## config.mk

```make
export PLATFORM = sky130hd
export DESIGN_NAME = cam_table
export DESIGN_NICKNAME = d
export VERILOG_FILES = /design/src/rtl/cam_table_pkg.sv /design/src/rtl/cam_table_penc.sv /design/src/rtl/cam_table.sv
export SDC_FILE = /design/constraint.sdc
export NUM_CORES = 1
export LEC_CHECK = 0
export ABC_AREA = 0
export BUFFER_PORTS_ARGS = -buffer_cell sky130_fd_sc_hd__buf_4
export CORE_MARGIN = 2
export CORE_UTILIZATION = 50
export DETAILED_ROUTE_END_ITERATION = 16
export PLACE_DENSITY = 0.66
export SLEW_MARGIN = 0
export SYNTH_ARGS = -nofsm -noshare
export SYNTH_HDL_FRONTEND = slang
export SYNTH_SLANG_ARGS = --single-unit
```

## constraint.sdc

```tcl
create_clock -name clk -period 4.6 [get_ports clk]
set_clock_uncertainty 0.2 [all_clocks]
set_input_delay 0.23 -clock clk [delete_from_list [all_inputs] [get_ports clk]]
set_output_delay 0.23 -clock clk [all_outputs]
set_load 0.01 [all_outputs]
```

## src/rtl/cam_table_pkg.sv

```systemverilog
// Shared types for the cam_table block: request opcodes and controller states.
package cam_table_pkg;

    typedef enum logic [1:0] {
        CAM_OP_SEARCH = 2'd0,
        CAM_OP_INSERT = 2'd1,
        CAM_OP_DELETE = 2'd2,
        CAM_OP_FLUSH  = 2'd3
    } cam_op_e;

    typedef enum logic [0:0] {
        ST_IDLE  = 1'b0,
        ST_FLUSH = 1'b1
    } cam_state_e;

endpackage

```

## src/rtl/cam_table_penc.sv

```systemverilog
// Lowest-index priority encoder: reports whether any bit is set and the index of the lowest one.
module cam_table_penc
    import cam_table_pkg::*;
#(
    parameter int N     = 32,
    parameter int IDX_W = (N > 1) ? $clog2(N) : 1
) (
    input  logic [N-1:0]     vec,
    output logic             any,
    output logic [IDX_W-1:0] idx
);

    // Scan high-to-low so the lowest set bit is the last to claim idx.
    always_comb begin
        any = |vec;
        idx = '0;
        for (int i = N - 1; i >= 0; i--) begin
            idx = vec[i] ? IDX_W'(i) : idx;
        end
    end

endmodule

```

## src/rtl/cam_table.sv

```systemverilog
// Parametrised CAM with SEARCH/INSERT/DELETE/FLUSH and a registered response per request.
// Optional ternary matching is enabled by defining CAM_TABLE_MASK_EN.
module cam_table
    import cam_table_pkg::*;
#(
    parameter  int DATA_W = 8,
    parameter  int DEPTH  = 32,
    localparam int IDX_W  = $clog2(DEPTH)
) (
    input  logic              clk,
    input  logic              rst,
    input  logic              req_valid,
    output logic              req_ready,
    input  logic [1:0]        req_op,
    input  logic [DATA_W-1:0] req_key,
`ifdef CAM_TABLE_MASK_EN
    input  logic [DATA_W-1:0] req_mask,
`endif
    output logic              rsp_valid,
    output logic              rsp_hit,
    output logic [IDX_W-1:0]  rsp_idx,
    output logic              rsp_full,
    output logic [IDX_W:0]    count
);

    localparam logic [IDX_W:0]   CNT_ONE  = (IDX_W + 1)'(1);
    localparam logic [IDX_W-1:0] LAST_IDX = IDX_W'(DEPTH - 1);

    logic [DATA_W-1:0] key_r [DEPTH];
`ifdef CAM_TABLE_MASK_EN
    logic [DATA_W-1:0] mask_r [DEPTH];
`endif
    logic [DEPTH-1:0]  valid_r;
    cam_state_e        state_r, state_nxt_s;
    logic [IDX_W-1:0]  flush_idx_r;
    logic [IDX_W:0]    count_r, count_nxt_s;
    logic              ready_r, rsp_valid_r, rsp_hit_r, rsp_full_r;
    logic [IDX_W-1:0]  rsp_idx_r;

    cam_op_e           op_s;
    logic              accept_s;
    logic [DEPTH-1:0]  look_vec_s;
    logic              hit_any_s, free_any_s;
    logic [IDX_W-1:0]  hit_idx_s, free_idx_s;
    logic              rsp_load_s, hit_nxt_s, full_nxt_s;
    logic [IDX_W-1:0]  idx_nxt_s, clr_idx_s;
    logic              set_en_s, clr_en_s;

    assign op_s     = cam_op_e'(req_op);
    assign accept_s = req_valid && ready_r;

    // INSERT dedups on stored-key (and mask) equality; other ops use the match rule.
    always_comb begin
        look_vec_s = '0;
        for (int i = 0; i < DEPTH; i++) begin
`ifdef CAM_TABLE_MASK_EN
            if (op_s == CAM_OP_INSERT) begin
                look_vec_s[i] = valid_r[i] && (key_r[i] == req_key) && (mask_r[i] == req_mask);
            end else begin
                look_vec_s[i] = valid_r[i] && (((key_r[i] ^ req_key) & mask_r[i]) == '0);
            end
`else
            look_vec_s[i] = valid_r[i] && (key_r[i] == req_key);
`endif
        end
    end

    cam_table_penc #(.N(DEPTH), .IDX_W(IDX_W)) u_match_penc (
        .vec (look_vec_s),
        .any (hit_any_s),
        .idx (hit_idx_s)
    );

    cam_table_penc #(.N(DEPTH), .IDX_W(IDX_W)) u_free_penc (
        .vec (~valid_r),
        .any (free_any_s),
        .idx (free_idx_s)
    );

    // Next-state, table-update strobes and response contents.
    always_comb begin
        state_nxt_s = state_r;
        count_nxt_s = count_r;
        rsp_load_s  = 1'b0;
        hit_nxt_s   = 1'b0;
        full_nxt_s  = 1'b0;
        idx_nxt_s   = '0;
        set_en_s    = 1'b0;
        clr_en_s    = 1'b0;
        clr_idx_s   = hit_idx_s;
        case (state_r)
            ST_IDLE: begin
                if (accept_s) begin
                    rsp_load_s = 1'b1;
                    case (op_s)
                        CAM_OP_SEARCH: begin
                            hit_nxt_s = hit_any_s;
                            idx_nxt_s = hit_idx_s;
                        end
                        CAM_OP_INSERT: begin
                            if (hit_any_s) begin
                                hit_nxt_s = 1'b1;
                                idx_nxt_s = hit_idx_s;
                            end else if (free_any_s) begin
                                set_en_s    = 1'b1;
                                idx_nxt_s   = free_idx_s;
                                count_nxt_s = count_r + CNT_ONE;
                            end else begin
                                full_nxt_s = 1'b1;
                            end
                        end
                        CAM_OP_DELETE: begin
                            if (hit_any_s) begin
                                clr_en_s    = 1'b1;
                                hit_nxt_s   = 1'b1;
                                idx_nxt_s   = hit_idx_s;
                                count_nxt_s = count_r - CNT_ONE;
                            end else begin
                                hit_nxt_s = 1'b0;
                            end
                        end
                        CAM_OP_FLUSH: begin
                            rsp_load_s  = 1'b0;
                            state_nxt_s = ST_FLUSH;
                        end
                        default: begin
                            rsp_load_s = 1'b0;
                        end
                    endcase
                end else begin
                    state_nxt_s = ST_IDLE;
                end
            end
            ST_FLUSH: begin
                clr_en_s  = 1'b1;
                clr_idx_s = flush_idx_r;
                if (valid_r[flush_idx_r]) begin
                    count_nxt_s = count_r - CNT_ONE;
                end else begin
                    count_nxt_s = count_r;
                end
                if (flush_idx_r == LAST_IDX) begin
                    state_nxt_s = ST_IDLE;
                    rsp_load_s  = 1'b1;
                end else begin
                    state_nxt_s = ST_FLUSH;
                end
            end
            default: begin
                state_nxt_s = ST_IDLE;
            end
        endcase
    end

    // Controller state, flush cursor, ready and occupancy count.
    always_ff @(posedge clk or posedge rst) begin
        if (rst) begin
            state_r     <= ST_IDLE;
            flush_idx_r <= '0;
            ready_r     <= 1'b1;
            count_r     <= '0;
        end else begin
            state_r     <= state_nxt_s;
            ready_r     <= (state_nxt_s == ST_IDLE);
            count_r     <= count_nxt_s;
            if (state_r == ST_FLUSH && flush_idx_r != LAST_IDX) begin
                flush_idx_r <= flush_idx_r + IDX_W'(1);
            end else begin
                flush_idx_r <= '0;
            end
        end
    end

    // Per-entry valid bits.
    always_ff @(posedge clk or posedge rst) begin
        if (rst) begin
            valid_r <= '0;
        end else if (set_en_s) begin
            valid_r[free_idx_s] <= 1'b1;
        end else if (clr_en_s) begin
            valid_r[clr_idx_s] <= 1'b0;
        end else begin
            valid_r <= valid_r;
        end
    end

    // Key storage is deliberately left unreset; valid bits gate every match.
    always_ff @(posedge clk) begin
        if (set_en_s) begin
            key_r[free_idx_s]  <= req_key;
`ifdef CAM_TABLE_MASK_EN
            mask_r[free_idx_s] <= req_mask;
`endif
        end
    end

    // Response registers; payload holds between pulses.
    always_ff @(posedge clk or posedge rst) begin
        if (rst) begin
            rsp_valid_r <= 1'b0;
            rsp_hit_r   <= 1'b0;
            rsp_idx_r   <= '0;
            rsp_full_r  <= 1'b0;
        end else begin
            rsp_valid_r <= rsp_load_s;
            if (rsp_load_s) begin
                rsp_hit_r  <= hit_nxt_s;
                rsp_idx_r  <= idx_nxt_s;
                rsp_full_r <= full_nxt_s;
            end
        end
    end

    assign req_ready = ready_r;
    assign rsp_valid = rsp_valid_r;
    assign rsp_hit   = rsp_hit_r;
    assign rsp_idx   = rsp_idx_r;
    assign rsp_full  = rsp_full_r;
    assign count     = count_r;

endmodule
```

-- Word level (Yosys, flattened, before mapping)
Memories as Yosys holds them, arrays and structs flattened.
Index checks and enable logic that the tools add are counted.
- bits in registers: 53
- bits in writable memories: 256
- input bits: 13
- output and inout port bits: 15
- word-level logic and storage cells: 223
- memories kept: 1
- add/sub/neg operators: 3
- magnitude comparators: 5
- equal/unequal tests: 43
- muxes and demuxes: 114
- bitwise operators: 6
- reduce and logical (&&, ||, !) cells: 42
- memory list (memory ; depth ; bits a word ; read ports ; clocked after Yosys merged registers in ; write ports ; RTL line ; RTL):
    key_r ; 32 ; 8 ; 32 ; 0 ; 1 ; cam_table.sv:29 ; logic [DATA_W-1:0] key_r [DEPTH];
- operators by type and width (operator ; number):
    two-way mux 5 bit ; 71
    equality test 8 bit ; 32
    two-way mux 32 bit ; 2
    NOT 32 bit ; 2
    OR reduction 32 bit ; 2
    logical AND 1 bit ; 36
    AND 32 bit ; 1
    bitwise OR 32 bit ; 1
    two-way mux 6 bit ; 5
    two-way mux 1 bit ; 26
    one-hot mux 6 bit (2 select lines) ; 2
    less-than comparator 5 x 6 -> 1 bit (second input constant) ; 3
    one-hot mux 5 bit (3 select lines) ; 1
    demux 1 bit (select 5 bit) ; 2
    >= comparator 5 x 1 -> 1 bit (second input constant) ; 2
    inequality test 3 bit (second input constant) ; 3
    one-hot mux 1 bit (2 select lines) ; 4
    adder 6 x 1 -> 6 bit (second input constant) ; 1
    AND reduction 6 bit ; 1
    subtractor 6 x 1 -> 6 bit (second input constant) ; 1
    adder 5 x 1 -> 5 bit (second input constant) ; 1
    binary-select mux 1 bit (select 5 bit) ; 1
    equality test 5 bit (second input constant) ; 1
    inequality test 5 bit (second input constant) ; 1
    9 further kinds ; 11

-- Depth between registers and ports, before layout
Gate-level depths: netlist of the first run.
- depth in word-level cells: 43
- gate-level depth with buffers: 14
- gate-level depth less buffers: 9

-- By module
From an unflattened synthesis of the first run, not the netlist that was laid out.
- cells, all modules: 1092
- area, all modules: 14341.3 sq um
- modules (own cells, without submodules) (module ; instances ; cells each ; area an instance (sq um) ; sequential area each (sq um)):
    cam_table ; 1 ; 962 ; 13570.5 ; 9014.9
    cam_table_penc ; 2 ; 65 ; 385.4 ; 0.0

-- Worst setup path before layout of the first run
No wires, ideal clock.
- path kind: input -> register
- from: in req_key[4]
- to: mem key_r[16][0], enable pin
- library setup time: 0.398 ns
- data arrival time: 2.992 ns
- data required time: 4.002 ns
- path slack: 1.010 ns
- cell stages on the path: 10
- buffers on the path: 3
- path through: buf_4 -> buf_12 -> xnor2_1 -> nand4_1 -> nor3_1 -> or4_4 -> and4bb_4 -> nand4_4 -> buf_6 -> nor4_1
- cells in the longest elaborated chain, start to end: 9
- elaborated cells between the ends (all ways): 71
- those cells by class: eq/ne (32); mux (6); reduce/logical (33)
- ends and longest elaborated chain (what ; RTL line ; RTL):
    start, declared ; cam_table.sv:15 ; input logic [DATA_W-1:0] req_key,
    equality test 8 bit ; cam_table.sv:63 ; look_vec_s[i] = valid_r[i] && (key_r[i] == req_key);
    logical AND 1 bit ; cam_table.sv:63 ;
    OR reduction 32 bit (*) ; cam_table_penc.sv:15 ; any = |vec;
    two-way mux 1 bit (*) ; cam_table.sv:101 ; if (hit_any_s) begin
    two-way mux 1 bit (*) ; cam_table.sv:95 ; case (op_s)
    two-way mux 1 bit (*) ; cam_table.sv:93 ; if (accept_s) begin
    two-way mux 1 bit (*) ; cam_table.sv:91 ; case (state_r)
    two-way mux 1 bit (*) ; cam_table.sv:189 ; if (set_en_s) begin
    two-way mux 1 bit (not written as such) (*) ; cam_table.sv:190 ; key_r[free_idx_s] <= req_key;
    end, declared ; cam_table.sv:29 ;
Every way passes the cells marked *; elsewhere a longest branch is shown, timed or not.

-- Worst setup path after layout of the first run
- from: in req_key[6]
- to: mem key_r[23][1], enable pin
Same word-level chain as after synthesis.

==> run metrics, run 1 <==
Clock Sinks 309; worst path required time 4.53 ns; fin crit period 4.21 ns; syn_nets approximately 1200; DRC Markers 0; vias in the first global route slightly below 10000; post-synthesis cell type count 78; Post-Place Cells 1645; RSZ-0062 raised after global routing false; element type at the critical path end flip-flop; final std cells w/o fill roughly 1700; total track usage 24.1%; sequential cell area fraction in the yosys report 59.2%; Core Box Area 29800 sq um; boundary pin count 28; synthesized area per cell 12.7 sq um; post-DP HPWL 25.3 mm; maxcap violations 0; DR iter-0 viols 986; gr ovfl total 0; Port Buffer Count 27; fmax 0.238 GHz; mapped cell area 15200 sq um; CTS Buf Count 35; Initial DRT Pass Iterations 6; top cells by area, synth edfxtp_1 (50%), xnor2_1 (14%), dfrtp_1 (8.5%), nand4_1 (2.4%), nand2_1 (1.9%); Critical path buffers and inverters 3; type of the worst setup path in -> reg; DIE AREA between 30000 and 40000 sq um; Yosys top cell by area edfxtp_1; largest net degree at the start of global routing 54; CP cell instances dlygate4sd3_1, buf_4, buf_4, xnor2_1, nand3_1, nor4_1, nor4_1, and4bb_4, nand4_1, nor2_1, nand4_1, nor2_1; crit-path max FO 22; vias per std cell 5.88; Via Count between 10000 and 15000; outcome finished clean; asr flop ratio synth 17.2%; Worst path slowest cell nor4_1; Largest delay share family, worst path simple AND/OR/NAND/NOR gates; htree depth 2; Die Ht 179 microns; Worst EP arrival 4.14 ns; synthesized netlist cell count 1200; share of the synthesized area in the top cell type 50.5%; Lkg Pwr 5.58 nW; routability cong. 0.947; max-slew violations 0; post-route ant nets 0; Seq cells post-synth 309; CTS clk-pin slew, worst paths 0.06 ns; Tcrit/Tclk final ~91%; Initial Utilization 51.1%; Yosys warnings 0; max_slew headroom 28.3%; WL final 37.1 mm; pwr dens 384 nW/um^2; Max IR drop VDD roughly 0.23 mV; PostCTS Resize Cnt 0; first-pass GRT wire length slightly below 60 mm; Slew @ Worst Pin approximately 1.1 ns; number of synthesized flops with an enable pin 256; setup bufs post-CTS 0; final hold violation count 0; CTS tree yes; Worst Hold Class in -> reg; final setup fails 0; fillers 2407; area grow syn2layout 14.0%; clock root buffer clkbuf_16; wire length per cell 21.7 microns; final net count roughly 1300; share of layout cells above drive strength 1 15.4%; Primary FF master, synth edfxtp_1; Clk Latency, worst-skew pair 0.52 ns; diode count 0; Max stage delay on crit path 0.74 ns; CTS max path bufs 3; initial antenna violation count 0; row count 63; CP Launch Type input port; post-route setup TNS 0 ns; die width 179 microns
synthesized netlist by cell type (all sizes together), types with 5 or more instances:
| cell | number |
|---|---|
| clkbuf | 10 |
| o21a | 5 |
| buf | 39 |
| xor2 | 15 |
| o21ai | 32 |
| or3 | 14 |
| and3 | 5 |
| nor3 | 44 |
| inv | 22 |
| mux4 | 10 |
| o41ai | 5 |
| a2bb2oi | 5 |
| or2 | 8 |
| nand3 | 55 |
| xnor2 | 249 |
| and2 | 6 |
| o22ai | 10 |
| a31oi | 7 |
| a211oi | 13 |
| nand2 | 79 |
| nor2 | 76 |
| nor4 | 29 |
| edfxtp | 256 |
| a21oi | 19 |
| o31ai | 8 |
| nand4 | 60 |
| dfrtp | 52 |
cells in the final DEF, fill, tap and decap left out, types with 10 or more instances in the layout:
cell type  count
a211oi_1      11
a21oi_1       19
buf_4         97
clkbuf_1      12
clkbuf_16     37
dfrtp_1       52
edfxtp_1     256
inv_1         21
mux4_2        10
nand2_1       79
nand3_1       55
nand4_1       59
nor2_1        75
nor3_1        44
nor4_1        16
nor4_2        11
o21ai_0       28
o22ai_1       10
or3_1         14
xnor2_1      249
xor2_1        15
final cells by class:
cell class / count / area, sq um / share of cell area [%]
well taps: 390 / 488 / 2.81
inverters: 23 / 86.3 / 0.497
clock inverters: 11 / 81.3 / 0.468
clock buffers: 51 / 998 / 5.75
multi-input cells: 819 / 5780 / 33.3
repair buffers: 109 / 918 / 5.29
flip-flops and latches: 309 / 9010 / 51.9
sequential cells by signal, summed over array words and instances, names as in the netlist:
| name | flops |
|---|---|
| state_r | 1 |
| rsp_hit | 1 |
| flush_idx_r | 5 |
| key_r | 256 |
| valid_r | 32 |
| req_ready | 1 |
| rsp_full | 1 |
| rsp_idx | 5 |
| rsp_valid | 1 |
| count | 6 |
routing by layer:
layer,up-vias,share of wire (%),GRT usage (%)
li1,4643,-,-
met1,4946,44,34.3
met2,397,46,37.4
met3,83,7.4,4.45
met4,0,2.9,7.83
met5,-,0,0
where the power goes:
part	total [W]	switching, W	internal [W]
Clock	0.00263	0.00107	0.00156
Sequential	0.00322	0.000128	0.00309
Combinational	0.000825	0.000499	0.000326
through the flow:
stage | instance area (sq um) | power (W) | util, % | hold slack, ns | setup WS (ns)
6_report | 17400 | 0.00668 | 58.3 | 0.0126 | 0.392
5_1_grt | 17400 | 0.00693 | 58.3 | 0.0179 | 0.127
4_1_cts | 17400 | 0.00673 | 58.3 | 0.0108 | 0.524
3_5_place_dp | 16200 | 0.00409 | 54.5 | 0.276 | 0.414
3_3_place_gp | 16200 | 0.00408 | 54.5 | 0.264 | 0.403
2_1_floorplan | 15200 | 0.00376 | - | 0.126 | 1.01
kinds of logic after synthesis:
| family | Yosys count | share of synthesized area (%) |
|---|---|---|
| AND/OR/NAND/NOR | 399 | 13.8 |
| multiplexers | 13 | 1.70 |
| buffers and inverters | 72 | 3.20 |
| flip-flops | 309 | 59.2 |
| XOR/XNOR | 264 | 15.2 |
| AO/OA/AOI/OAI | 138 | 6.52 |
| adder cells (fa/ha/maj) | 5 | 0.394 |
worst register-to-register path, stage by stage, from the launching register on:
cell and delay, ns:
edfxtp_1 0.38, xnor2_1 0.14, nand4_1 0.17, nor4_1 0.13, nor4_1 0.74, and4bb_4 0.40
nand4_1 0.22, nor2_1 0.29, nand4_1 0.17, nor2_1 0.68
path summary, 6_finish.rpt:
path,endpoint,start,cells past startpoint,slack (ns)
setup / recovery,key_r[23][1],req_key[6],12,0.39
hold / removal,key_r[16][2],req_key[2],1,0.01
setup reg to reg,key_r[23][1],key_r[16][3],9,0.70
hold reg to reg,rsp_idx[3],rsp_idx[3],2,0.29
max in group asynchronous,valid_r[3],rst,4,3.42
min in group asynchronous,rsp_valid,rst,4,0.28
repair_timing:
action                                  4_1_cts  5_1_grt
endpoints found under the setup margin        0        0
endpoints found under the hold margin        68        0
hold buffers                                  5        0
Power figures use the tool's default switching activity.
==> run 2, diff against run 1 <==
- HOLD_SLACK_MARGIN: default -> 0.08
==> run metrics, run 2 (synthesized netlist as in run 1, its figures left out) <==
row count 63 (unchanged); wire length per cell 21.6 microns (-0.29%); area grow syn2layout 14.4%; PostCTS Resize Cnt 0 (unchanged); Core Box Area 29800 sq um (unchanged); Slew @ Worst Pin 1.07 ns (+0.00505 ns); commonest non-fill, non-tap cell in the layout edfxtp_1; largest net degree at the start of global routing 54 (unchanged); Tot Pwr 0.00668 W (+0.11%); max_slew headroom 28.0% (-0.34 points); max-slew violations 0 (unchanged); CTS max path bufs 3 (unchanged); hold endpoint rsp_idx[1]; die width 179 microns (unchanged); outcome finished clean; element type at the critical path end flip-flop; DR iter-0 viols 1051 (+6.6%); RSZ-0062 raised after global routing false; post-layout worst setup margin 0.324 ns (-0.0688 ns); final setup fails 0 (unchanged); CTS clk-pin slew, worst paths 0.06 ns (about the same); initial antenna violation count 0 (unchanged); Worst R2R Path Depth 9 (unchanged); Largest register FFs 256 (unchanged); CTS Buf Count 35 (unchanged); routability cong. 0.947 (unchanged); Max IR drop VDD 0.229 mV (-0.20%); Worst EP arrival 4.46 ns (+0.32 ns); CTS tree yes; R2R Path End key_r[23][0]; Via Count 10100 (+0.58%); hold path cells 3 (+2); Initial Utilization 51.1% (unchanged); post-route setup TNS 0 ns (unchanged); vias per std cell 5.89 (+0.17%); most flop-heavy register key_r; gr ovfl total 0 (unchanged); htree depth 2 (unchanged); fin crit period 4.28 ns (+0.0688 ns); crit-path max FO 26 (+18%); Lkg Pwr 5.61 nW (+0.52%); clock root buffer clkbuf_16; Clk Latency, worst-skew pair 0.51 ns (about the same); worst path required time 4.78 ns (+0.25 ns); DIE AREA 31900 sq um (unchanged); share of layout cells above drive strength 1 15.3% (-0.081 points); diode count 0 (unchanged); type of the worst setup path in -> reg; Clock Sinks 309 (unchanged); boundary pin count 28 (unchanged); vias in the first global route 9916 (+0.34%); WL final 37.1 mm (+0.12%); fmax 0.234 GHz (-1.6%); r2r startpoint key_r[16][3]; hold_ws 0.206 ns (+0.194 ns); Die Ht 179 microns (unchanged); post-route ant nets 0 (unchanged); final hold violation count 0 (unchanged); total track usage 24.1% (about the same); Tcrit/Tclk final 93.0% (+1.5 points); hold path startpoint req_valid; final net count 1321 (+0.53%); post-DP HPWL 25.3 mm (unchanged); R2R Setup Slk 0.68 ns (-0.02 ns); commonest non-fill, non-tap cells in the layout edfxtp_1 (256), xnor2_1 (249), buf_4 (97); hold buffers post-CTS 12 (+7); Worst Hold Class in -> reg; DRC Markers 0 (unchanged); Setup WS pre-CTS 0.414 ns (unchanged); Port Buffer Count 27 (unchanged); pwr dens 383 nW/um^2 (-0.30%); first-pass GRT wire length 58.0 mm (about the same); setup bufs post-CTS 0 (unchanged); maxcap violations 0 (unchanged); CP Launch Type input port; Initial DRT Pass Iterations 5 (-1)
-- run 2: cell types whose count changed in the layout (fill, tap and decap cells not counted), sizes merged --
cell         previous run  this run
dlygate4sd3             5        12
-- run 2: metal layers --
layer / vias up / part of all wire (%) / global-route usage, %
li1: 4663 / - / -
met1: 4987 / 44 / 34.3
met2: 397 / 46 / 37.5
met3: 80 / 7.2 / 4.45
met4: 0 / 2.9 / 7.83
met5: - / 0 / 0
-- run 2: how the worst max path moves through the flow --
stage | startpoint | to | slack [ns]
6_report | req_key[7] | valid_r[11] | 0.32
3_5_place_dp | req_key[7] | valid_r[15] | 0.41
2_1_floorplan | req_key[4] | key_r[16][0] | 1.01
3_3_place_gp | req_key[7] | valid_r[14] | 0.40
4_1_cts | req_key[7] | valid_r[3] | 0.40
5_1_grt | req_key[7] | valid_r[14] | 0.08
-- run 2: final cells by class --
class	count	area [sq um]
inverter	23	86.3
timing repair buffer	116	988
tap	390	488
sequential	309	9010
clock inverter	11	81.3
multi-input combinational	819	5780
clock buffer	51	998
fill	2399	12400
-- run 2: critical path, cell delays in order --
cell and delay (ns):
dlygate4sd3_1 0.52, buf_4 0.40, buf_4 0.27, xnor2_1 0.13, nand2_1 0.07, nor4_1 0.90, o31ai_1 0.21, a211oi_1 0.50
o2111ai_1 0.26, a211oi_2 0.62, buf_4 0.26, a21oi_1 0.07
-- run 2: through the flow --
step	util (%)	cells	area, sq um
6_report	58.5	1719	17400
3_3_place_gp	54.5	1645	16200
5_1_grt	58.5	1719	17400
4_1_cts	58.5	1719	17400
3_5_place_dp	54.5	1645	16200
2_1_floorplan	-	1200	15200
-- run 2: power breakdown --
| group | leakage (nW) | total (W) | internal (W) | switching (W) |
|---|---|---|---|---|
| sequential | 3.02 | 0.00322 | 0.00309 | 0.000128 |
| combinational | 2.07 | 0.000832 | 0.000330 | 0.000502 |
| clock | 0.532 | 0.00263 | 0.00156 | 0.00107 |
